**config.mk**
```make
export PLATFORM = sky130hd
export DESIGN_NAME = line_crossbar
export DESIGN_NICKNAME = d
export VERILOG_FILES = /design/src/rtl/line_crossbar_pkg.sv /design/src/rtl/line_crossbar_lane.sv /design/src/rtl/line_crossbar.sv
export SDC_FILE = /design/constraint.sdc
export NUM_CORES = 1
export LEC_CHECK = 0
export ABC_AREA = 1
export CELL_PAD_IN_SITES_DETAIL_PLACEMENT = 0
export CELL_PAD_IN_SITES_GLOBAL_PLACEMENT = 1
export CORE_ASPECT_RATIO = 0.7
export CORE_MARGIN = 1.5
export CORE_UTILIZATION = 50
export CTS_BUF_LIST = sky130_fd_sc_hd__clkbuf_4
export CTS_CLUSTER_DIAMETER = 30
export CTS_CLUSTER_SIZE = 10
export DETAILED_ROUTE_END_ITERATION = 8
export PLACE_DENSITY = 0.88
export SYNTH_ARGS = -nofsm -noshare
export SYNTH_HDL_FRONTEND = slang
export SYNTH_SLANG_ARGS = --single-unit
export TNS_END_PERCENT = 1
```
**constraint.sdc**
```tcl
create_clock -name clk -period 9.1 [get_ports clk]
set_clock_uncertainty 0.2 [all_clocks]
set_input_delay 0.91 -clock clk [delete_from_list [all_inputs] [get_ports clk]]
set_output_delay 0.91 -clock clk [all_outputs]
set_load 0.005 [all_outputs]
```
**src/rtl/line_crossbar_pkg.sv**
```systemverilog
// Shared types and constants for the line_crossbar slice.
package line_crossbar_pkg;

  typedef enum logic [1:0] {
    IDLE,
    COMMIT,
    HOLD
  } state_e;

  localparam int unsigned HOLD_CNT_W = 4;

  // Select codes just past the last input line: +0 is constant 0, +1 is constant 1.
  function automatic int unsigned const_sel(input int unsigned num_inputs, input logic one);
    return num_inputs + (one ? 32'd1 : 32'd0);
  endfunction

endpackage

```
**src/rtl/line_crossbar_lane.sv**
```systemverilog
// One crossbar output: source mux, constant sources, invert and freezable output flop.
module line_crossbar_lane
  import line_crossbar_pkg::*;
#(
  parameter int unsigned NUM_INPUTS = 10,
  parameter int unsigned ISEL_W     = 4
) (
  input  logic                  clk,
  input  logic                  rst,
  input  logic [NUM_INPUTS-1:0] lines_i,
  input  logic [ISEL_W-1:0]     sel_i,
  input  logic                  inv_i,
  input  logic                  freeze_i,
  output logic                  line_o
);

  logic routed;
  logic line_d, line_q;

  always_comb begin
    routed = 1'b0;
    for (int unsigned i = 0; i < NUM_INPUTS; i++) begin
      if (sel_i == ISEL_W'(i)) routed = lines_i[i];
    end
    if (sel_i == ISEL_W'(const_sel(NUM_INPUTS, 1'b1))) routed = 1'b1;
    line_d = freeze_i ? line_q : (routed ^ inv_i);
  end

  always_ff @(posedge clk or posedge rst) begin
    if (rst) line_q <= 1'b0;
    else     line_q <= line_d;
  end

  assign line_o = line_q;

endmodule

```
**src/rtl/line_crossbar.sv**
```systemverilog
// Reconfigurable N x M line crossbar with shadow/active route tables and post-commit hold.
// Optional input synchronizers: define LINE_CROSSBAR_SYNC_EN.
module line_crossbar
  import line_crossbar_pkg::*;
#(
  parameter  int unsigned NUM_INPUTS  = 10,
  parameter  int unsigned NUM_OUTPUTS = 10,
  parameter  int unsigned HOLD_CYCLES = 2,
  parameter  int unsigned SYNC_STAGES = 2,
  localparam int unsigned ISEL_W      = $clog2(NUM_INPUTS + 2),
  localparam int unsigned OSEL_W      = (NUM_OUTPUTS > 1) ? $clog2(NUM_OUTPUTS) : 1
) (
  input  logic                   clk,
  input  logic                   rst,
  input  logic [NUM_INPUTS-1:0]  input_lines,
  output logic [NUM_OUTPUTS-1:0] output_lines,
  input  logic                   cfg_valid,
  output logic                   cfg_ready,
  input  logic [OSEL_W-1:0]      cfg_output_select,
  input  logic [ISEL_W-1:0]      cfg_input_select,
  input  logic                   cfg_invert,
  input  logic                   commit,
  output logic                   busy,
  output logic                   cfg_error
);

  localparam logic [ISEL_W-1:0] SEL_RST = ISEL_W'(const_sel(NUM_INPUTS, 1'b0));

  if (NUM_INPUTS < 1 || NUM_INPUTS > 64 || NUM_OUTPUTS < 1 || NUM_OUTPUTS > 64 ||
      HOLD_CYCLES > 15 || SYNC_STAGES < 2 || SYNC_STAGES > 4) begin : g_param_check
    $error("line_crossbar: parameter out of range");
  end

  logic [NUM_INPUTS-1:0] lines_s;

`ifdef LINE_CROSSBAR_SYNC_EN
  logic [NUM_INPUTS-1:0] sync_q [SYNC_STAGES];

  always_ff @(posedge clk or posedge rst) begin
    if (rst) begin
      for (int unsigned s = 0; s < SYNC_STAGES; s++) sync_q[s] <= '0;
    end else begin
      sync_q[0] <= input_lines;
      for (int unsigned s = 1; s < SYNC_STAGES; s++) sync_q[s] <= sync_q[s-1];
    end
  end

  assign lines_s = sync_q[SYNC_STAGES-1];
`else
  assign lines_s = input_lines;
`endif

  logic [ISEL_W-1:0]     act_sel_q [NUM_OUTPUTS];
  logic [ISEL_W-1:0]     shd_sel_q [NUM_OUTPUTS];
  logic [NUM_OUTPUTS-1:0] act_inv_q, shd_inv_q, changed_q, diff;
  logic [HOLD_CNT_W-1:0] hold_cnt_q;
  logic                  cfg_error_q, rdy_en_q;
  logic                  wr_fire, wr_bad, wr_ok;
  state_e                state_q, state_d;

  assign wr_fire = cfg_valid && cfg_ready;
  assign wr_bad  = (32'(cfg_output_select) >= NUM_OUTPUTS) ||
                   (32'(cfg_input_select) > NUM_INPUTS + 1);
  assign wr_ok   = wr_fire && !wr_bad;

  always_comb begin
    diff = '0;
    for (int unsigned o = 0; o < NUM_OUTPUTS; o++) begin
      diff[o] = (act_sel_q[o] != shd_sel_q[o]) || (act_inv_q[o] != shd_inv_q[o]);
    end
  end

  always_ff @(posedge clk or posedge rst) begin
    if (rst) state_q <= IDLE;
    else     state_q <= state_d;
  end

  always_comb begin
    state_d = state_q;
    case (state_q)
      IDLE:    if (commit) state_d = COMMIT;
      COMMIT:  state_d = (HOLD_CYCLES == 0 || diff == '0) ? IDLE : HOLD;
      HOLD:    if (hold_cnt_q == HOLD_CNT_W'(1)) state_d = IDLE;
      default: state_d = IDLE;
    endcase
  end

  always_comb begin
    cfg_ready = 1'b0;
    busy      = 1'b1;
    if (state_q == IDLE) begin
      cfg_ready = rdy_en_q;
      busy      = 1'b0;
    end
  end

  // Shadow write precedes the COMMIT copy by one edge, so a same-cycle write is included.
  always_ff @(posedge clk or posedge rst) begin
    if (rst) begin
      for (int unsigned o = 0; o < NUM_OUTPUTS; o++) begin
        act_sel_q[o] <= SEL_RST;
        shd_sel_q[o] <= SEL_RST;
      end
      act_inv_q   <= '0;
      shd_inv_q   <= '0;
      changed_q   <= '0;
      hold_cnt_q  <= '0;
      cfg_error_q <= 1'b0;
      rdy_en_q    <= 1'b0;
    end else begin
      rdy_en_q    <= 1'b1;
      cfg_error_q <= wr_fire && wr_bad;
      for (int unsigned o = 0; o < NUM_OUTPUTS; o++) begin
        if (wr_ok && cfg_output_select == OSEL_W'(o)) begin
          shd_sel_q[o] <= cfg_input_select;
          shd_inv_q[o] <= cfg_invert;
        end
      end
      if (state_q == COMMIT) begin
        for (int unsigned o = 0; o < NUM_OUTPUTS; o++) act_sel_q[o] <= shd_sel_q[o];
        act_inv_q  <= shd_inv_q;
        changed_q  <= (state_d == HOLD) ? diff : '0;
        hold_cnt_q <= HOLD_CNT_W'(HOLD_CYCLES);
      end else if (state_q == HOLD) begin
        hold_cnt_q <= hold_cnt_q - HOLD_CNT_W'(1);
        if (hold_cnt_q == HOLD_CNT_W'(1)) changed_q <= '0;
      end
    end
  end

  assign cfg_error = cfg_error_q;

  for (genvar o = 0; o < NUM_OUTPUTS; o++) begin : g_lane
    line_crossbar_lane #(
      .NUM_INPUTS(NUM_INPUTS),
      .ISEL_W    (ISEL_W)
    ) u_lane (
      .clk     (clk),
      .rst     (rst),
      .lines_i (lines_s),
      .sel_i   (act_sel_q[o]),
      .inv_i   (act_inv_q[o]),
      .freeze_i(changed_q[o]),
      .line_o  (output_lines[o])
    );
  end

endmodule

```
* Word level (Yosys, flattened, before mapping)
Cells that the tools add are included.
Cells by class: div/mod/pow operators 0, mux-type cells 122, reduce and logical (&&, ||, !) cells 41, add/sub/neg operators 1, shift operators 0, order comparisons 2, bitwise operators 10, multiply operators 0, equal/unequal tests 133
Operator list (number):
- $eq A4 B3 Y1 const B | 44
- $eq A4 B4 Y1 const B | 32
- $mux W1 | 112
- $eq A4 B2 Y1 const B | 22
- $eq A4 B1 Y1 const B | 12
- $logic_not A4 Y1 | 11
- $mux W10 | 4
- $ne A4 B4 Y1 | 10
- $logic_and A1 B1 Y1 | 13
- $logic_or A1 B1 Y1 | 11
- $logic_not A10 Y1 | 1
- $ne A1 B1 Y1 | 10
- $xor A1 B1 Y1 | 10
- $mux W4 | 2
- $mux W2 | 3
- $pmux W2 S3 | 1
- $eq A2 B2 Y1 const B | 2
- $ge A4 B4 Y1 const B | 1
- $gt A4 B4 Y1 const B | 1
- $reduce_bool A2 Y1 | 2
- $sub A4 B1 Y4 const B | 1
- $eq A2 B1 Y1 const B | 1
- $logic_not A2 Y1 | 1
- $reduce_and A2 Y1 | 1
- $logic_not A1 Y1 | 1
Storage, ports and cells: word-level logic and storage cells 355, input bits 23, memories 0, output and inout bits 13, flip-flop bits (word level) 128, latch bits 0, bits in writable memories 0, bits in read-only memories 0

* Longest topological paths before layout
depth in word-level cells 13, depth in mapped cells 13, mapped depth without buffers 13

* Modules after synthesis
A second synthesis with hierarchy kept.
Second synthesis, totals: cells, all modules 962, area total of the unflattened synthesis 7098.1 um^2
Modules (own cells, without submodules):
- line_crossbar | times used 1, area each 5421.4 um^2, sequential area each 3002.9 um^2, cells each 622
- line_crossbar_lane | times used 10, area each 167.7 um^2, sequential area each 25.0 um^2, cells each 34

* Worst setup path before layout
OpenSTA, ideal clock, no wires.
path kind input to register, start in cfg_output_select[1], end reg shd_inv_q[0], path slack 6.898 ns, arrival 1.875 ns, cell stages on the path 9, required time 8.773 ns, path buffers 1, path through buf_6 inv_2 nand2_1 a22oi_4 nand2_4 nor3_4 nand2_2 nand2_1 o21ai_1
Between the ends: longest elaborated chain between the ends 5
RTL lines:
- from (decl) | RTL line line_crossbar.sv:19 | input logic [OSEL_W-1:0] cfg_output_select,
- $ge A4 B4 Y1 | RTL line line_crossbar.sv:62 | assign wr_bad = (32'(cfg_output_select) >= NUM_OUTPUTS) ||
- $logic_or A1 B1 Y1 | RTL line line_crossbar.sv:62
- $logic_not A1 Y1 | RTL line line_crossbar.sv:64 | assign wr_ok = wr_fire && !wr_bad;
- $logic_and A1 B1 Y1 | RTL line line_crossbar.sv:64
- $logic_and A1 B1 Y1 * | RTL line line_crossbar.sv:114 | if (wr_ok && cfg_output_select == OSEL_W'(o)) begin
- to (signal, indexed assignment) | RTL line line_crossbar.sv:116 | shd_inv_q[o] <= cfg_invert;
- to (decl) | RTL line line_crossbar.sv:55 | logic [NUM_OUTPUTS-1:0] act_inv_q, shd_inv_q, changed_q, diff;
Every way passes the cells marked *; elsewhere a longest branch is shown, timed or not. A chain may end at the register's enable or synchronous reset.

* Worst setup path after layout
start reg state_q[0], end out cfg_ready
Between the ends: longest elaborated chain between the ends 2
RTL lines:
- from (decl) | RTL line line_crossbar.sv:59 | state_e state_q, state_d;
- from (signal assigned) | RTL line line_crossbar.sv:75 | else state_q <= state_d;
- $logic_not A2 Y1 | RTL line line_crossbar.sv:91 | if (state_q == IDLE) begin
- $mux W1 | RTL line line_crossbar.sv:91
- to (decl) | RTL line line_crossbar.sv:18 | output logic cfg_ready,
Every way passes these cells.

==> out/metrics.yaml <==
yosys:
  synth.area.mux_share: 0
  synthAdderAreaFrac: 0.01090
  synthSimpleGateAreaFrac: 0.2255
  yosysWarnings: 0
  synth_cells: 872
  seq_area_frac_synth: 0.4721
  ys_ff_latch: 128
  synthDistinctLibCells: 34
  synth_nets: 901
  synth-compound-area-share: 0.1645
  syn_avg_cell_area_um2: 7.902
  synthesis.area_um2: 6890
  synth_xor_area_frac: 0.04830
  synth_top_family_by_area: "simple AND/OR/NAND/NOR gates"
power_and_ir_drop:
  ir_drop_uv: 153.5
  p_total_uw: 2468
  p_int_uw: 1419
  power_frac_seq: 0.405
  power_density_nw_per_um2: 322.9
  clockPowerShare: 0.179
  p_leak_uw: 0.003360
  switchingPower_uw: 1050
  p_sw_frac: 0.4253
  pwr-share-comb: 0.416
layout:
  final_layout_size_suffix_gt1_frac: 0.1132
  fin_area_um2: 7645
  layout.nets: 926
  antenna_cells: 0
  final_cell_mix: "nand2_1, o21ai_0, dfrtp_1, inv_1, dfstp_2"
  layout_commonest_cell: "nand2_1"
  areaGrowthSynthToFinish_pct: 10.95
clock_tree:
  cts_made_buffers: 17
  clockBufferDepth: 2
  post_cts_buffers: 0
  root_buffer: "clkbuf_4"
  path_clk_slew_ns: 0.11
  cts_tree: "done"
  clk_latency_ns: 0.52
  cts_sinks: 128
  hold_buffers: 0
  ctsResizeCount: 0
  htree_levels: 4
floorplan:
  ios: 36
  die_area_um2: 14510
  initial_utilization: 0.5176
  fp.dieW_um: 143.3
  core_area_um2: 13310
  rows: 35
  die-height_um: 101.2
drt:
  drt-initial-drc-count: 425
  ant_nets: 0
  vias: 5926
  wl_um: 18020
  via_per_inst: 5.412
  first_pass_iters: 5
  drc: 0
  wl_per_cell_um: 16.46
min_path:
  hold_path_class: "flip-flop to flip-flop"
  min_path_cells: 2
  whs_endpoint: "g_lane[0].u_lane.line_o"
  min-delay-start: "g_lane[0].u_lane.line_o"
timing:
  drv_slew: 0
  max_slew.worst_pin.slew_ns: 0.9147
  setup_slack_ns: 5.985
  fin_crit_ns: 3.115
  setup_tns_ns: 0
  slew_headroom: 0.3902
  fin_crit_sh: 0.3423
  max_freq_ghz: 0.3210
  setup_violations: 0
  rsz0062_at_grt: "false"
  hold_violations: 0
setup_path:
  path_max_fanout: 4
  regToRegSetupSlack_ns: 6.33
  startpoint_type: "flip-flop"
  r2r_start: "state_q[1]"
  timing.rr.end: "changed_q[5]"
  r2r_cells: 9
  crit_path_end_kind: "output pin"
  critPathKind: "flip-flop to output pin"
  required_ns: 7.99
  arrival_ns: 2.00
grt:
  grt_pass1_vias: 5565
  grt_max_degree: 101
  grt_use_total: 0.2677
  grt_pass1_wl_um: 29210
  antenna_found_initial: 0
  overflow: 0
place:
  post-place-ws_ns: 5.996
  port_buffers: 35
  place_area_um2: 7322
  dp_hpwl_um: 12750
  gp_congestion: 0.9223
outcome:
  status: "finished, final reports clean"
job:
  maxCapViolCount: 0
[cell families (layout without fill, tap and decap cells)]
logic type      count (synthesis)  after routing
simple gates                  355            355
other cells                     1              1
flops                         128            128
compound gates                215            215
fa+ha+maj                       6              6
buf+inv                       129            167
xor+xnor                       38             38
[registers in the layout, indices dropped and copies added (netlist names)]
name and cells:
act_inv_q 10, act_sel_q 40, cfg_error 1, changed_q 10
g_lane.u_lane.line_o 10, hold_cnt_q 4, rdy_en_q 1, shd_inv_q 10
shd_sel_q 40, state_q 2
[worst max-delay path, stage by stage, from the launching register on]
cell	delay (ns)
dfrtp_1	0.43
inv_1	0.12
ha_1	0.21
nand2_1	0.17
inv_1	0.09
clkdlybuf4s50_1	0.49
[power groups by stage]
stage               logic (uW)  clock network, uW  registers, uW
floorplan                  793                  0            929
global placement          1000                  0            997
detailed placement        1020                  0           1010
CTS                       1030                448            996
global route              1180                473           1030
finish                    1030                442            999
[routing by layer]
metal | vias to the layer above | routed length, um | GRT usage
li1 | 2913 | - | -
met1 | 2784 | 8557 | 0.3741
met2 | 186 | 7698 | 0.4054
met3 | 43 | 1075 | 0.05296
met4 | 0 | 689 | 0.1248
met5 | - | 0 | 0
[cell type report]
type	count	area (um2)
clock buffer	21	157.7
inverter	98	370.4
tap	185	231.5
fill	1271	5668
sequential	128	3253
clock inverter	11	165.2
timing repair buffer	37	365.4
multi-input combinational	615	3102
[worst max path at each step]
stage,start,end,slack (ns),depth (start not counted)
after CTS,state_q[0],cfg_ready,5.94,5
after floorplan,rst,act_inv_q[0],4.64,1
final,state_q[0],cfg_ready,5.99,5
after detailed placement,rst,shd_inv_q[0],6.00,3
after global placement,rst,act_inv_q[8],6.01,3
after global routing,state_q[0],cfg_ready,5.89,5
[cell usage after synthesis, drive strengths merged]
cell type  instances  share of area
nand3             34          0.028
a22oi              1         0.0031
ha                 6          0.011
a31oi              1        0.00091
xor2              10          0.013
nand2            260           0.15
or2                3         0.0027
inv               95          0.052
nor3               4         0.0062
dfrtp             88           0.32
a21oi             34          0.025
xnor2             28          0.036
o311ai            10          0.013
nor2              28          0.015
o21ai            168           0.12
conb               1        0.00054
o21a               1         0.0011
dfstp             40           0.15
clkinv             3         0.0016
nand3b             1         0.0011
nand4             25          0.026
clkbuf            11         0.0060
buf               20          0.019
[through the flow]
step / hold WS, ns / utilization / cells
2_1_floorplan: 0.2468 / - / 872
3_3_place_gp: 0.2644 / 0.5500 / 1063
3_5_place_dp: 0.2674 / 0.5500 / 1063
4_1_cts: 0.2916 / 0.5742 / 1095
5_1_grt: 0.3194 / 0.5742 / 1095
6_report: 0.2875 / 0.5742 / 1095
Note: power is estimated with default switching activity, not from simulation.
